--- src/rtl/alu_pkg.sv ---
// alu_pkg
//   Shared definitions for the shared-ALU arbiter slice: datapath width,
//   ALU opcode encodings and the response FSM state type.
package alu_pkg;

  localparam int WIDTH = 32;

  localparam logic [2:0] OP_AND = 3'b000;
  localparam logic [2:0] OP_OR  = 3'b001;
  localparam logic [2:0] OP_XOR = 3'b010;
  localparam logic [2:0] OP_ADD = 3'b011;
  localparam logic [2:0] OP_SUB = 3'b100;
  localparam logic [2:0] OP_SLT = 3'b101;

  typedef enum logic {
    ST_IDLE = 1'b0,
    ST_RESP = 1'b1
  } state_t;

endpackage

--- src/rtl/alu32_core.sv ---
// alu32_core
//   Purely combinational ALU: AND/OR/XOR/ADD/SUB/SLT.
//   Ports: op (3) opcode; a, b (WIDTH) operands;
//          result (WIDTH) ALU output (0 for illegal opcodes);
//          zero  result == 0; err  opcode is illegal (110/111).
module alu32_core
  import alu_pkg::*;
#(
  parameter int W = WIDTH
) (
  input  logic [2:0]   op,
  input  logic [W-1:0] a,
  input  logic [W-1:0] b,
  output logic [W-1:0] result,
  output logic         zero,
  output logic         err
);

  logic [W-1:0] and_y;
  logic [W-1:0] or_y;
  logic [W-1:0] xor_y;
  logic [W-1:0] b_sel;
  logic [W-1:0] addsub;
  logic         do_sub;
  logic         lt;

  and32 #(.W(W)) u_and (.a(a), .b(b), .y(and_y));
  or32  #(.W(W)) u_or  (.a(a), .b(b), .y(or_y));
  xor32 #(.W(W)) u_xor (.a(a), .b(b), .y(xor_y));

  // One shared adder: SUB and SLT both compute a + ~b + 1.
  assign do_sub = (op == OP_SUB) || (op == OP_SLT);
  assign b_sel  = do_sub ? ~b : b;
  assign addsub = a + b_sel + {{(W-1){1'b0}}, do_sub};

  // Signed less-than: differing signs decide directly (avoids overflow),
  // otherwise the sign of the difference does.
  assign lt = (a[W-1] ^ b[W-1]) ? a[W-1] : addsub[W-1];

  always_comb begin
    result = '0;
    err    = 1'b0;
    case (op)
      OP_AND:  result = and_y;
      OP_OR:   result = or_y;
      OP_XOR:  result = xor_y;
      OP_ADD:  result = addsub;
      OP_SUB:  result = addsub;
      OP_SLT:  result = {{(W-1){1'b0}}, lt};
      default: err    = 1'b1;
    endcase
  end

  assign zero = (result == '0);

endmodule

--- src/rtl/and32.sv ---
// and32
//   Bitwise AND gate array.
//   Ports: a, b (W) operands; y (W) a & b.
module and32 #(
  parameter int W = 32
) (
  input  logic [W-1:0] a,
  input  logic [W-1:0] b,
  output logic [W-1:0] y
);
  assign y = a & b;
endmodule

--- src/rtl/or32.sv ---
// or32
//   Bitwise OR gate array.
//   Ports: a, b (W) operands; y (W) a | b.
module or32 #(
  parameter int W = 32
) (
  input  logic [W-1:0] a,
  input  logic [W-1:0] b,
  output logic [W-1:0] y
);
  assign y = a | b;
endmodule

--- src/rtl/xor32.sv ---
// xor32
//   Bitwise XOR gate array.
//   Ports: a, b (W) operands; y (W) a ^ b.
module xor32 #(
  parameter int W = 32
) (
  input  logic [W-1:0] a,
  input  logic [W-1:0] b,
  output logic [W-1:0] y
);
  assign y = a ^ b;
endmodule

--- src/rtl/alu_share_arbiter.sv ---
// alu_share_arbiter
//   Shares one alu32_core between two valid/ready requesters with
//   round-robin arbitration and a single registered response stage.
//   Ports: clk, rst_n (async active-low);
//          reqN_valid/reqN_ready/reqN_op/reqN_a/reqN_b  requester N (N=0,1);
//          rsp_valid/rsp_ready  response handshake;
//          rsp_id  owner of the result; rsp_result/rsp_zero/rsp_err  ALU outputs.
module alu_share_arbiter
  import alu_pkg::*;
#(
  parameter int W = WIDTH
) (
  input  logic         clk,
  input  logic         rst_n,
  input  logic         req0_valid,
  output logic         req0_ready,
  input  logic [2:0]   req0_op,
  input  logic [W-1:0] req0_a,
  input  logic [W-1:0] req0_b,
  input  logic         req1_valid,
  output logic         req1_ready,
  input  logic [2:0]   req1_op,
  input  logic [W-1:0] req1_a,
  input  logic [W-1:0] req1_b,
  output logic         rsp_valid,
  input  logic         rsp_ready,
  output logic         rsp_id,
  output logic [W-1:0] rsp_result,
  output logic         rsp_zero,
  output logic         rsp_err
);

  state_t       state;
  state_t       state_next;
  logic         prio;
  logic         can_accept;
  logic         grant0;
  logic         grant1;
  logic         grant;
  logic [2:0]   sel_op;
  logic [W-1:0] sel_a;
  logic [W-1:0] sel_b;
  logic [W-1:0] alu_result;
  logic         alu_zero;
  logic         alu_err;

  // rst_n is folded in so no ready can be seen while reset is held.
  assign can_accept = rst_n &&
                      ((state == ST_IDLE) || ((state == ST_RESP) && rsp_ready));

  // A lone requester always wins; under contention prio picks the winner.
  assign grant0 = can_accept && req0_valid && (!req1_valid || (prio == 1'b0));
  assign grant1 = can_accept && req1_valid && (!req0_valid || (prio == 1'b1));
  assign grant  = grant0 || grant1;

  assign sel_op = grant1 ? req1_op : req0_op;
  assign sel_a  = grant1 ? req1_a  : req0_a;
  assign sel_b  = grant1 ? req1_b  : req0_b;

  alu32_core #(.W(W)) u_core (
    .op     (sel_op),
    .a      (sel_a),
    .b      (sel_b),
    .result (alu_result),
    .zero   (alu_zero),
    .err    (alu_err)
  );

  always_ff @(posedge clk or negedge rst_n) begin
    if (!rst_n) state <= ST_IDLE;
    else        state <= state_next;
  end

  // A grant always (re)fills the response stage; otherwise RESP drains on rsp_ready.
  always_comb begin
    state_next = state;
    if (grant)
      state_next = ST_RESP;
    else if ((state == ST_RESP) && rsp_ready)
      state_next = ST_IDLE;
  end

  always_comb begin
    rsp_valid  = (state == ST_RESP);
    req0_ready = grant0;
    req1_ready = grant1;
  end

  always_ff @(posedge clk or negedge rst_n) begin
    if (!rst_n) begin
      rsp_id     <= 1'b0;
      rsp_result <= '0;
      rsp_zero   <= 1'b0;
      rsp_err    <= 1'b0;
    end else if (grant) begin
      rsp_id     <= grant1;
      rsp_result <= alu_result;
      rsp_zero   <= alu_zero;
      rsp_err    <= alu_err;
    end
  end

  // The pointer favours the loser of the most recent grant.
  always_ff @(posedge clk or negedge rst_n) begin
    if (!rst_n)      prio <= 1'b0;
    else if (grant)  prio <= ~grant1;
  end

endmodule

--- config.mk ---
export PLATFORM = sky130hd
export DESIGN_NAME = alu_share_arbiter
export DESIGN_NICKNAME = d
export VERILOG_FILES = /design/src/rtl/alu_pkg.sv /design/src/rtl/alu32_core.sv /design/src/rtl/and32.sv /design/src/rtl/or32.sv /design/src/rtl/xor32.sv /design/src/rtl/alu_share_arbiter.sv
export SDC_FILE = /design/constraint.sdc
export NUM_CORES = 1
export LEC_CHECK = 0
export CAP_MARGIN = 5
export CORE_MARGIN = 10
export CORE_UTILIZATION = 50
export DETAILED_ROUTE_END_ITERATION = 6
export PLACE_DENSITY = 0.81
export SYNTH_ARGS = -nofsm -noshare
export SYNTH_HDL_FRONTEND = slang
export SYNTH_SLANG_ARGS = --single-unit
--- constraint.sdc ---
create_clock -name clk -period 7.3 [get_ports clk]
set_input_delay 0.73 -clock clk [delete_from_list [all_inputs] [get_ports clk]]
set_output_delay 0.73 -clock clk [all_outputs]
set_load 0.005 [all_outputs]
Yosys cells after proc, flatten, opt, wreduce, memory -nomap -nowiden
Index checks and enable logic that the tools add are counted.
- register bits: 37
- bits of input ports: 139
- output and inout bits: 38
- word-level logic and storage cells: 48
- $add $sub $neg: 2
- equal/unequal tests: 5
- multiplexer cells: 9
- bitwise logic cells: 8
- reductions and logical operators: 18
- operator list (operator ; number):
    32-bit one-hot mux with 5 select lines ; 1
    32-bit 2-to-1 mux ; 3
    32-bit by 1-bit adder with 32-bit output ; 1
    32-bit adder ; 1
    32-bit bitwise AND ; 1
    32-bit logical NOT ; 1
    32-bit NOT ; 1
    32-bit bitwise OR ; 1
    32-bit XOR ; 1
    3-bit by 2-bit equality test with 1-bit output, second input constant ; 2
    3-bit equality test, second input constant ; 2
    1-bit logical AND ; 6
    6-bit OR reduction ; 1
    1-bit logical OR ; 5
    1-bit 2-to-1 mux ; 4
    3-bit by 1-bit equality test with 1-bit output, second input constant ; 1
    3-bit logical NOT ; 1
    3-bit 2-to-1 mux ; 1
    1-bit NOT ; 3
    1-bit logical NOT ; 2
    2-bit nonzero test ; 1
    2-bit OR reduction ; 1
    1-bit XOR ; 1

Depth between registers and ports, before layout
Gate-level depths: netlist (run 1).
- depth after elaboration: 14
- mapped depth: 20
- gate-level depth less buffers: 16

Modules after synthesis
Synthesis (run 1) repeated with hierarchy kept, for this count alone.
- cell total of the unflattened synthesis: 731
- area total of the unflattened synthesis: 6266.0 µm²
- modules (own cells, without submodules) (module ; times used ; cells an instance ; area each (µm²) ; sequential area each (µm²)):
    alu32_core ; 1 ; 475 ; 3268.1 ; 0.0
    alu_share_arbiter ; 1 ; 160 ; 2317.2 ; 925.9
    xor32 ; 1 ; 32 ; 280.3 ; 0.0
    and32 ; 1 ; 32 ; 200.2 ; 0.0
    or32 ; 1 ; 32 ; 200.2 ; 0.0

Least setup slack after synthesis (run 1)
No wires, ideal clock.
- kind: in2reg
- start point: in rsp_ready
- end point: reg rsp_zero
- setup time: 0.092 ns
- data arrival time: 5.360 ns
- required time: 7.208 ns
- setup slack: 1.848 ns
- cell stages on the path: 18
- path buffers: 4
- path through: nand2b_1 > o2111ai_4 > buf_2 > clkbuf_1 > clkbuf_1 > buf_2 > mux2i_1 > xnor2_1 > ha_1 > a21oi_1 > o21ai_0 > or3_1 > o221ai_1 > o41ai_1 > or3b_2 > a2111oi_2 > nand4_1 > o31ai_2
- longest elaborated chain between the ends: 14
- elaborated cells on any way between the ends: 30
- those cells by class: add/sub (2); eq/ne (5); mux (6); bitwise (5); reduce/logical (12)
- ends and longest elaborated chain (item ; RTL line ; RTL):
    start: declaration ; alu_share_arbiter.sv:26 ; input logic rsp_ready,
    1-bit logical AND * ; alu_share_arbiter.sv:49 ; ((state == ST_IDLE) || ((state == ST_RESP) && rsp_ready));
    1-bit logical OR * ; alu_share_arbiter.sv:49 ;
    1-bit logical AND * ; alu_share_arbiter.sv:48 ; assign can_accept = rst_n &&
    1-bit logical AND (2 in a row) ; alu_share_arbiter.sv:53 ; assign grant1 = can_accept && req1_valid && (!req0_valid || (prio == 1'b1));
    3-bit 2-to-1 mux ; alu_share_arbiter.sv:56 ; assign sel_op = grant1 ? req1_op : req0_op;
    3-bit equality test ; alu32_core.sv:32, alu32_core.sv:43 ;
    1-bit logical OR ; alu32_core.sv:32 ; assign do_sub = (op == OP_SUB) || (op == OP_SLT);
    32-bit 2-to-1 mux ; alu32_core.sv:33 ; assign b_sel = do_sub ? ~b : b;
    32-bit adder ; alu32_core.sv:34 ; assign addsub = a + b_sel + {{(W-1){1'b0}}, do_sub};
    32-bit by 1-bit adder with 32-bit output ; alu32_core.sv:34 ;
    1-bit 2-to-1 mux ; alu32_core.sv:38 ; assign lt = (a[W-1] ^ b[W-1]) ? a[W-1] : addsub[W-1];
    32-bit one-hot mux with 5 select lines ; alu32_core.sv:43 ; case (op)
    32-bit logical NOT ; alu32_core.sv:54 ; assign zero = (result == '0);
    end signal: assignment ; alu_share_arbiter.sv:98 ; rsp_zero <= alu_zero;
    end: declaration ; alu_share_arbiter.sv:29 ; output logic rsp_zero,
Every way passes the cells marked *; elsewhere a longest branch is shown, timed or not.
A chain may end at the register's enable or synchronous reset.

Worst setup path after layout (run 1)
- start point: in req0_valid
- end point: reg rsp_zero
- longest elaborated chain between the ends: 12
- elaborated cells on any way between the ends: 28
- those cells by class: add/sub (2); eq/ne (5); mux (6); bitwise (5); reduce/logical (10)
- ends and longest elaborated chain (item ; RTL line ; RTL):
    start: declaration ; alu_share_arbiter.sv:15 ; input logic req0_valid,
    1-bit logical NOT ; alu_share_arbiter.sv:53 ;
    1-bit logical OR ; alu_share_arbiter.sv:53 ;
    1-bit logical AND ; alu_share_arbiter.sv:53 ;
    3-bit 2-to-1 mux ; alu_share_arbiter.sv:56 ;
    3-bit equality test ; alu32_core.sv:32, alu32_core.sv:43 ;
    1-bit logical OR ; alu32_core.sv:32 ;
    32-bit 2-to-1 mux ; alu32_core.sv:33 ;
    32-bit adder ; alu32_core.sv:34 ;
    32-bit by 1-bit adder with 32-bit output ; alu32_core.sv:34 ;
    1-bit 2-to-1 mux ; alu32_core.sv:38 ;
    32-bit one-hot mux with 5 select lines ; alu32_core.sv:43 ;
    32-bit logical NOT ; alu32_core.sv:54 ;
Parallel ways exist; a longest one is shown, timed or not.

==> reports/summary.txt, run 1 <==
setup violators final - 0
xor/xnor share of the synthesized area - 0.07330
WL/cell - 18.88 µm
register area share after synthesis - 0.1435
power share of the clock group - 0.145
main combinational cell family by area after synthesis - compound AO/OA/AOI/OAI gates
clock latency on the worst-skew pair - 280 ps
number of synthesized register bits - 37
Netlist cell types - 71
CP endpoint kind - flip-flop
Syn Nets - 1043
WP data required - 7490 ps
TritonCTS Buffers - 5
Final Critical Period - 5606 ps
vias per std cell - 5.906
post-synthesis adder-cell area fraction - 0.1854
initial antenna violation count - 0
Bufs on Longest Clock Path - 2
Die H - 133.6 µm
global route overflow - 0
final hold slack - 473.8 ps
most frequent cells in the layout - 175 x clkdlybuf4s50_1, 96 x mux2i_1, 94 x ha_1
hold buffer count at cts - 0
Leak - 0.004151 µW
first drt pass iteration count - 6
syn_area_per_cell - 7.976 µm²
outcome - completed
layout cell share with drive strength beyond 1 - 0.04249
num rows - 41
worst slew pin tran - 978.4 ps
DRT iter0 DRCs - 635
Logic pwr share - 0.665
sw power - 647.8 µW
port bufs - 176
DRC - 0
htree depth - 2
relative slew slack - 0.3338
part of the power in registers - 0.191
PwrDens - 175.6 nW/µm²
Clock transition at path regs - 60 ps
Final Cycle Share - 0.7680
type of the worst min-delay path - reg -> reg
core footprint - 12620 µm²
final net count - 1198
Die ar. - 17850 µm²
CP arrival - 5800 ps
Post-synth top flop - dfrtp_1
# diodes - 0
Post-synth EDFFs - 0
GRT Total Usage - 0.2284
Compound-Gate Fraction of Synth Area - 0.2185
GP Congestion - 1.003
Hold Violations, Final - 0
post-synthesis mux area share - 0.1623
first-pass GRT wire length - 34040 µm
Worst VDD drop - 0.0001049 V
Initial Util - 0.5113
Horiz. Die Dim - 133.6 µm
Max Fanout on Critical Path - 19
fraction of registers with async set or reset after synthesis - 1.000
Post-CTS Resized - 0
TritonCTS clock tree - done
Switching Share - 0.4317
Post-Syn Area - 6452 µm²
fmax - 0.1784 GHz
CTS Sinks - 37
total routed wirelength - 21460 µm
I/O pins - 177
internal power - 852.6 µW
critical path class - in -> reg
RSZ-0062 raised after global routing - no
Antenna Nets Post-Route - 0
hpwl dp - 17380 µm
CP startpoint kind - input port
Area Growth Syn to Fin - 32.40%
routed vias - 6715
simple-gate portion of the synthesized area - 0.1513
setup bufs post-CTS - 0
Clock Skews - 4.772 ps
vias in the first global route - 6532
Max-cap violations - 0
root buffer cell - clkbuf_16
TNS Setup - 0 ps
Mapped Cells - 809
Warnings, synthesis - 0
largest net degree at the start of global routing - 85
Filler cells - 1121
commonest non-fill, non-tap cell in the layout - clkdlybuf4s50_1
Slew Viols, Final - 0
cell usage after synthesis, types with 10 or more instances:
cell / number / area (µm²)
mux2i_1: 99 / 991.0
ha_1: 94 / 1176
nand2_1: 87 / 326.6
inv_1: 71 / 266.5
xnor2_1: 44 / 385.4
a21oi_1: 42 / 210.2
o21ai_0: 38 / 190.2
dfrtp_1: 37 / 925.9
nor2_1: 26 / 97.59
o22ai_1: 26 / 162.7
clkbuf_1: 19 / 71.32
nand2b_1: 14 / 87.58
o21a_1: 14 / 105.1
nand4_1: 13 / 81.33
nand3_1: 12 / 60.06
a31oi_1: 10 / 62.56
xor2_1: 10 / 87.58
flip-flops by register name (all words and copies together), names as in the netlist:
register    count
rsp_result     32
prio            1
rsp_err         1
rsp_id          1
rsp_valid       1
rsp_zero        1
final timing paths:
check                              startpoint                          to  slack (ps)  cells past startpoint
setup / recovery                   req0_valid        rsp_zero$_DFFE_PN0P_        1690                     17
hold / removal             rsp_id$_DFFE_PN0P_          rsp_id$_DFFE_PN0P_         470                      2
setup reg to reg             prio$_DFFE_PN0P_        rsp_zero$_DFFE_PN0P_        2360                     15
hold reg to reg            rsp_id$_DFFE_PN0P_          rsp_id$_DFFE_PN0P_         470                      2
max in group asynchronous               rst_n   rsp_result[4]$_DFFE_PN0P_        6420                      2
min in group asynchronous               rst_n  rsp_result[14]$_DFFE_PN0P_         560                      2
layout make-up:
cell class | instances | area (µm²) | share of cell area
multi-input cells | 662 | 5139 | 0.6015
repair buffers | 185 | 1837 | 0.2150
flip-flops and latches | 37 | 925.9 | 0.1084
inverters | 73 | 274.0 | 0.03207
well taps | 172 | 215.2 | 0.02519
clock buffers | 6 | 138.9 | 0.01626
clock inverters | 2 | 13.76 | 0.001611
critical path: stages:
cell	delay, ps
clkdlybuf4s50_1	570
inv_2	70
o2111ai_4	280
mux2i_4	870
buf_4	390
xnor2_1	110
ha_1	410
and4_1	220
o2111ai_1	110
a31oi_1	150
nand3b_1	240
o221ai_1	280
o21ai_0	190
or3b_2	500
a2111oi_2	340
nand4_1	160
o31ai_2	190
per-stage QoR:
stage,setup WS (ps),std cells,total power [µW],utilization,instance area (µm²)
after detailed placement,1433,1129,1266,0.6649,8391
after CTS,1686,1137,1489,0.6770,8543
after global routing,1344,1137,1611,0.6770,8543
after global placement,1595,1129,1251,0.6649,8391
after floorplan,1848,809,898.1,-,6452
final,1694,1137,1500,0.6770,8543
power groups by stage:
stage | clock network (µW) | logic (µW) | registers [µW]
floorplan | 0 | 610 | 289
detailed placement | 0 | 977 | 289
CTS | 220 | 983 | 286
global placement | 0 | 965 | 286
finish | 217 | 997 | 286
global route | 228 | 1090 | 293
cell families (layout without fill, tap and decap cells):
kind of cell | after synthesis | count (layout)
XOR/XNOR | 54 | 54
flip-flops | 37 | 37
AND/OR/NAND/NOR | 201 | 201
multiplexers | 104 | 104
buffers and inverters | 110 | 266
AO/OA/AOI/OAI | 208 | 208
adder cells (fa/ha/maj) | 95 | 95
per-layer routing:
metal	wire, µm	vias up	GRT usage	part of all wire
met5	0	-	0	0
li1	-	3245	-	-
met4	365	0	0.04776	0.017
met2	9722	337	0.3756	0.45
met3	2076	38	0.05150	0.097
met1	9299	3095	0.2978	0.43
Power figures use the tool's default switching activity.
==> run 2, diff against run 1 <==
clock period = 5.3 ns   (was 7.3 ns; I/O delays follow)
==> run 2 against run 1 <==
  * Hold slack got worse by 120 ps
  * Die area unchanged
  * Sequential power increased by 37%
  * Total power grew 45%
  * Final cell count grew 2.6%
  * Global-route usage rose by 0.36 points
  * First-iteration DRC count grew 17%
  * Routed wire length is 0.45% higher
  * Sequential share of layout area shrank 0.36 points
  * Largest power group unchanged
  * Highest routed layer unchanged
==> reports/summary.txt, run 2 (synthesized netlist as in run 1, its figures left out) <==
outcome - completed
sw power - 905.3 µW (+40%)
TritonCTS clock tree - done
num rows - 41 (unchanged)
Clock transition at path regs - 60 ps (about the same)
CP startpoint kind - input port
Max Fanout on Critical Path - 22 (+3)
setup slack, reg-to-reg - 840 ps (-1520 ps)
WP data required - 5500 ps (-1990 ps)
worst slew pin tran - 720.0 ps (-258.4 ps)
Antenna Nets Post-Route - 0 (unchanged)
vias per std cell - 5.796 (-1.9%)
hold buffer count at cts - 0 (unchanged)
relative slew slack - 0.5200 (+0.1862)
layout cell share with drive strength beyond 1 - 0.07136 (+0.02887)
Final Cycle Share - 0.9301
CTS Sinks - 37 (unchanged)
I/O pins - 177 (unchanged)
part of the power in registers - 0.181 (-0.010)
Final Critical Period - 4929 ps
final instance area - 8833 µm² (+3.4%)
htree depth - 2 (unchanged)
type of the worst min-delay path - in -> async
placed cells - 1159 (+2.7%)
DRC - 0 (unchanged)
core footprint - 12620 µm² (unchanged)
Initial Util - 0.5113 (unchanged)
Filler cells - 1078 (-3.8%)
Post-Layout Cell Count - 1167 (+2.6%)
hpwl dp - 17950 µm (+3.3%)
Die ar. - 17850 µm² (unchanged)
most frequent cells in the layout - 175 x clkdlybuf4s50_1, 97 x mux2i_1, 94 x ha_1
Cell Area, Placed - 8646 µm² (+3.0%)
final hold slack - 350.0 ps (-123.8 ps)
critical path class - in -> reg
root buffer cell - clkbuf_16
Die H - 133.6 µm (unchanged)
critical-path cell list - clkdlybuf4s50_1 > inv_2 > o2111ai_4 > buf_12 > buf_12 > mux2i_1 > xnor2_1 > ha_1 > nand4_1 > or3_1 > o22a_2 > o31a_1 > o41ai_2 > xnor2_1 > a2111oi_2 > nand4_1 > o31ai_2
routed vias - 6764 (+0.73%)
first drt pass iteration count - 5 (-1)
vias in the first global route - 6571 (+0.60%)
Max-cap violations - 0 (unchanged)
Area Growth Syn to Fin - 36.90%
Logic pwr share - 0.658 (-0.007)
WL/cell - 18.47 µm (-2.1%)
largest net degree at the start of global routing - 39 (-54%)
GRT Total Usage - 0.2320 (+0.003594)
Switching Share - 0.4164 (-0.01535)
setup violators final - 0 (unchanged)
Hold Violations, Final - 0 (unchanged)
final net count - 1228 (+2.5%)
TNS Setup - 0 ps (unchanged)
commonest non-fill, non-tap cell in the layout - clkdlybuf4s50_1
Horiz. Die Dim - 133.6 µm (unchanged)
Slowest-stage cell, CP - clkdlybuf4s50_1
Worst VDD drop - 0.0001443 V (+38%)
fmax - 0.2029 GHz
GP Congestion - 1.009 (+0.60%)
Biggest register - rsp_result
first-pass GRT wire length - 34500 µm (+1.4%)
internal power - 1269 µW (+49%)
CP arrival - 5130 ps (-670 ps)
port bufs - 176 (unchanged)
max FFs per register - 32 (unchanged)
CP endpoint kind - flip-flop
Bufs on Longest Clock Path - 2 (unchanged)
PwrDens - 246.1 nW/µm² (+40%)
Clock Skews - 5.734 ps (+0.9625 ps)
total routed wirelength - 21560 µm (+0.45%)
Slew Viols, Final - 0 (unchanged)
Critical Path Max Stage Delay - 570 ps (-300 ps)
clock latency on the worst-skew pair - 290 ps (about the same)
TritonCTS Buffers - 5 (unchanged)
# diodes - 0 (unchanged)
Leak - 0.004318 µW (+4.0%)
setup bufs post-CTS - 0 (unchanged)
power share of the clock group - 0.161 (+0.016)
initial antenna violation count - 0 (unchanged)
DRT iter0 DRCs - 746 (+17%)
RSZ-0062 raised after global routing - no
global route overflow - 0 (unchanged)
run 2: cell count changes in the layout (fill, tap and decap cells not counted), sizes merged:
cell and delta:
buf +30, clkinv -2, clkinvlp +1, bufinv +1
run 2: power groups by stage:
stage | Combinational, µW | Sequential [µW] | Clock (µW)
4_1_cts | 1410 | 394 | 354
2_1_floorplan | 840 | 397 | 0
3_5_place_dp | 1400 | 398 | 0
3_3_place_gp | 1370 | 393 | 0
6_report | 1430 | 393 | 350
5_1_grt | 1560 | 403 | 364
run 2: final cells by class:
cell class | instances | area [µm²] | share of cell area
multi-input combinational | 662 | 5142 | 0.5822
timing repair buffer | 215 | 2100 | 0.2377
sequential | 37 | 925.9 | 0.1048
inverter | 73 | 274.0 | 0.03102
tap | 172 | 215.2 | 0.02436
clock buffer | 6 | 138.9 | 0.01572
clock inverter | 2 | 37.54 | 0.004249
run 2: path summary, 6_finish.rpt:
check / startpoint / cells after the start / to
worst max-delay path: req0_valid / 17 / rsp_zero$_DFFE_PN0P_
max in group asynchronous: rst_n / 2 / rsp_result[1]$_DFFE_PN0P_
worst max register to register: prio$_DFFE_PN0P_ / 15 / rsp_zero$_DFFE_PN0P_
worst min register to register: rsp_id$_DFFE_PN0P_ / 2 / rsp_id$_DFFE_PN0P_
worst min-delay path: rst_n / 2 / rsp_result[12]$_DFFE_PN0P_
min in group clk: rsp_id$_DFFE_PN0P_ / 2 / rsp_id$_DFFE_PN0P_
run 2: worst max-delay path: cells and delay by family:
kind / cells / cell delay, ps
AO/OA/AOI/OAI: 6 / 1790
AND/OR/NAND/NOR: 3 / 670
multiplexers: 1 / 350
buffers and inverters: 4 / 1070
XOR/XNOR: 2 / 300
adder cells (fa/ha/maj): 1 / 400
run 2: repair_timing:
item,CTS,global route
resized for setup,0,2
endpoints found under the hold margin,0,0
endpoints found under the setup margin,0,1
run 2: layer usage:
| layer | share of wire | global-route usage | routed length [µm] | vias up |
|---|---|---|---|---|
| met1 | 0.45 | 0.3118 | 9798 | 3141 |
| met4 | 0.012 | 0.05623 | 263 | 0 |
| met2 | 0.45 | 0.3769 | 9801 | 297 |
| met5 | 0 | 0 | 0 | - |
| met3 | 0.079 | 0.03797 | 1695 | 23 |
| li1 | - | - | - | 3303 |
run 2: through the flow:
step / total power [µW] / util / setup slack (ps)
4_1_cts: 2155 / 0.6991 / 388.9
5_1_grt: 2331 / 0.7000 / 12.95
6_report: 2174 / 0.7000 / 370.6
3_3_place_gp: 1766 / 0.6851 / 209.3
2_1_floorplan: 1237 / - / 48.06
3_5_place_dp: 1796 / 0.6851 / 113.2
==> run 3, diff against run 2 <==
==> constraint.sdc (replaced) <==
create_clock -name clk -period 5.3 [get_ports clk]
set_input_delay 0.795 -clock clk [delete_from_list [all_inputs] [get_ports clk]]
set_output_delay 0.795 -clock clk [all_outputs]
set_load 0.005 [all_outputs]
==> run 3 against run 2 <==
  * Critical path depth stayed put
  * Largest power group unchanged
  * Design area is 3.1% higher
  * Clock-buffer cell count is 1 lower
  * Maximum frequency is 2.6% lower
  * Setup slack worse by 130 ps
  * Via count is 3.4% higher
  * Combinational power is 6% higher
  * First-iteration DRC count is 23% lower
  * Global-route usage is 1.1 points higher
  * Routed wire length is 5.3% higher
  * Clock skew is 2.8 ps lower
  * Sequential share of layout area is 0.32 points lower
==> reports/summary.txt, run 3 (synthesized netlist as in run 1, its figures left out) <==
setup violators final - 0 (unchanged)
Max-cap violations - 0 (unchanged)
CTS Sinks - 37 (unchanged)
clock latency on the worst-skew pair - 280 ps (about the same)
global route overflow - 0 (unchanged)
I/O pins - 177 (unchanged)
Initial Util - 0.5113 (unchanged)
Leak - 0.004494 µW (+4.1%)
root buffer cell - clkbuf_16
Filler cells - 996 (-7.6%)
CP arrival - 5250 ps (+120 ps)
Biggest register - rsp_result
worst slack at placement - -4.333 ps (-117.5 ps)
critical path class - in -> reg
outcome - completed
worst slew pin tran - 1024 ps (+303.6 ps)
GRT Total Usage - 0.2431 (+0.01116)
num rows - 41 (unchanged)
Worst VDD drop - 0.0001344 V (-6.8%)
multi-input logic area - 5162 µm² (+0.39%)
commonest non-fill, non-tap cell in the layout - clkdlybuf4s50_1
Clock Skews - 2.947 ps (-2.787 ps)
type of the worst min-delay path - reg -> reg
final net count - 1265 (+3.0%)
Horiz. Die Dim - 133.6 µm (unchanged)
final instance area - 9110 µm² (+3.1%)
Clock transition at path regs - 60 ps (about the same)
port bufs - 176 (unchanged)
WL/cell - 18.85 µm (+2.0%)
placed cells - 1195 (+3.1%)
Hold Violations, Final - 0 (unchanged)
Post-Layout Cell Count - 1204 (+3.2%)
register area - 925.9 µm² (unchanged)
TNS Setup - 0 ps (unchanged)
Die ar. - 17850 µm² (unchanged)
Final Critical Period - 5061 ps (+131.6 ps)
initial antenna violation count - 0 (unchanged)
Final Cycle Share - 0.9549 (+0.02484)
hpwl dp - 18810 µm (+4.8%)
vias per std cell - 5.811 (+0.27%)
total routed wirelength - 22700 µm (+5.3%)
fmax - 0.1976 GHz (-2.6%)
# diodes - 0 (unchanged)
htree depth - 2 (unchanged)
largest net degree at the start of global routing - 39 (unchanged)
first drt pass iteration count - 5 (unchanged)
core footprint - 12620 µm² (unchanged)
CP endpoint kind - flip-flop
max FFs per register - 32 (unchanged)
DRT iter0 DRCs - 573 (-23%)
final hold slack - 473.5 ps (+123.5 ps)
Die H - 133.6 µm (unchanged)
first-pass GRT wire length - 36160 µm (+4.8%)
CP startpoint kind - input port
DRC - 0 (unchanged)
vias in the first global route - 6914 (+5.2%)
hold buffer count at cts - 0 (unchanged)
Antenna Nets Post-Route - 0 (unchanged)
PnR worst setup slack - 239.0 ps (-131.6 ps)
PwrDens - 240.9 nW/µm² (-2.1%)
TritonCTS Buffers - 5 (unchanged)
layout cell share with drive strength beyond 1 - 0.1066 (+0.03523)
routed vias - 6997 (+3.4%)
Area Growth Syn to Fin - 41.19%
Max Fanout on Critical Path - 15 (-32%)
RSZ-0062 raised after global routing - no
Cell Area, Placed - 8929 µm² (+3.3%)
TritonCTS clock tree - done
GP Congestion - 0.9862 (-2.2%)
most frequent cells in the layout - 175 x clkdlybuf4s50_1, 96 x mux2i_1, 94 x ha_1
WP data required - 5490 ps (about the same)
Bufs on Longest Clock Path - 2 (unchanged)
relative slew slack - 0.3030 (-0.2170)
Slew Viols, Final - 0 (unchanged)
## run 3: repair_timing
action / 4_1_cts / 5_1_grt
buffers inserted: 0 / 1
endpoints found under the hold margin: 0 / 0
gates resized for setup: 0 / 5
endpoints found under the setup margin: 0 / 1
## run 3: cell type report
class / instances / area share
Inverter: 73 / 0.03008
Tap cell: 172 / 0.02362
Sequential cell: 37 / 0.1016
Clock inverter: 3 / 0.001923
Timing Repair Buffer: 252 / 0.2623
Clock buffer: 5 / 0.01373
Multi-Input combinational cell: 662 / 0.5667
## run 3: path summary, 6_finish.rpt
kind	slack, ps	cells past startpoint	end	startpoint
max	240	17	rsp_zero$_DFFE_PN0P_	req0_valid
min	470	2	rsp_result[27]$_DFFE_PN0P_	rsp_result[27]$_DFFE_PN0P_
max reg2reg	840	15	rsp_zero$_DFFE_PN0P_	prio$_DFFE_PN0P_
min reg2reg	470	2	rsp_result[27]$_DFFE_PN0P_	rsp_result[27]$_DFFE_PN0P_
max in group asynchronous	4360	2	rsp_result[13]$_DFFE_PN0P_	rst_n
min in group asynchronous	620	2	rsp_result[1]$_DFFE_PN0P_	rst_n
## run 3: per-layer routing
metal  part of all wire  track usage  up-vias  routed length [µm]
li1                   -            -     3377                   -
met4              0.015      0.05260        0                 330
met1               0.43       0.3154     3266                9712
met2               0.47       0.4058      323               10630
met5                  0            0        -                   0
met3              0.089      0.04812       31                2020
## run 3: critical path: stages
cell and delay [ps]:
clkdlybuf4s50_1 490, inv_2 50, o2111ai_4 290, buf_4 190, mux2i_4 320, buf_12 210
xnor2_1 90, ha_1 410, nand4_1 170, or3_1 370, o22a_2 220, o31a_1 310
o41ai_4 420, xnor2_1 220, a2111oi_2 330, nand4_1 150, o31ai_2 190
## run 3: per-stage QoR
stage	util	total power, µW
after global routing	0.7219	2351
final	0.7219	2195
after CTS	0.7188	2161
after detailed placement	0.7075	1869
after floorplan	-	1237
after global placement	0.7075	1839
## run 3: power breakdown
part / leakage [µW] / switching, µW / internal (µW)
combinational: 0.00396 / 780 / 737
clock: 0.0000696 / 112 / 172
sequential: 0.000467 / 41.8 / 351
total: 0.00449 / 934 / 1260
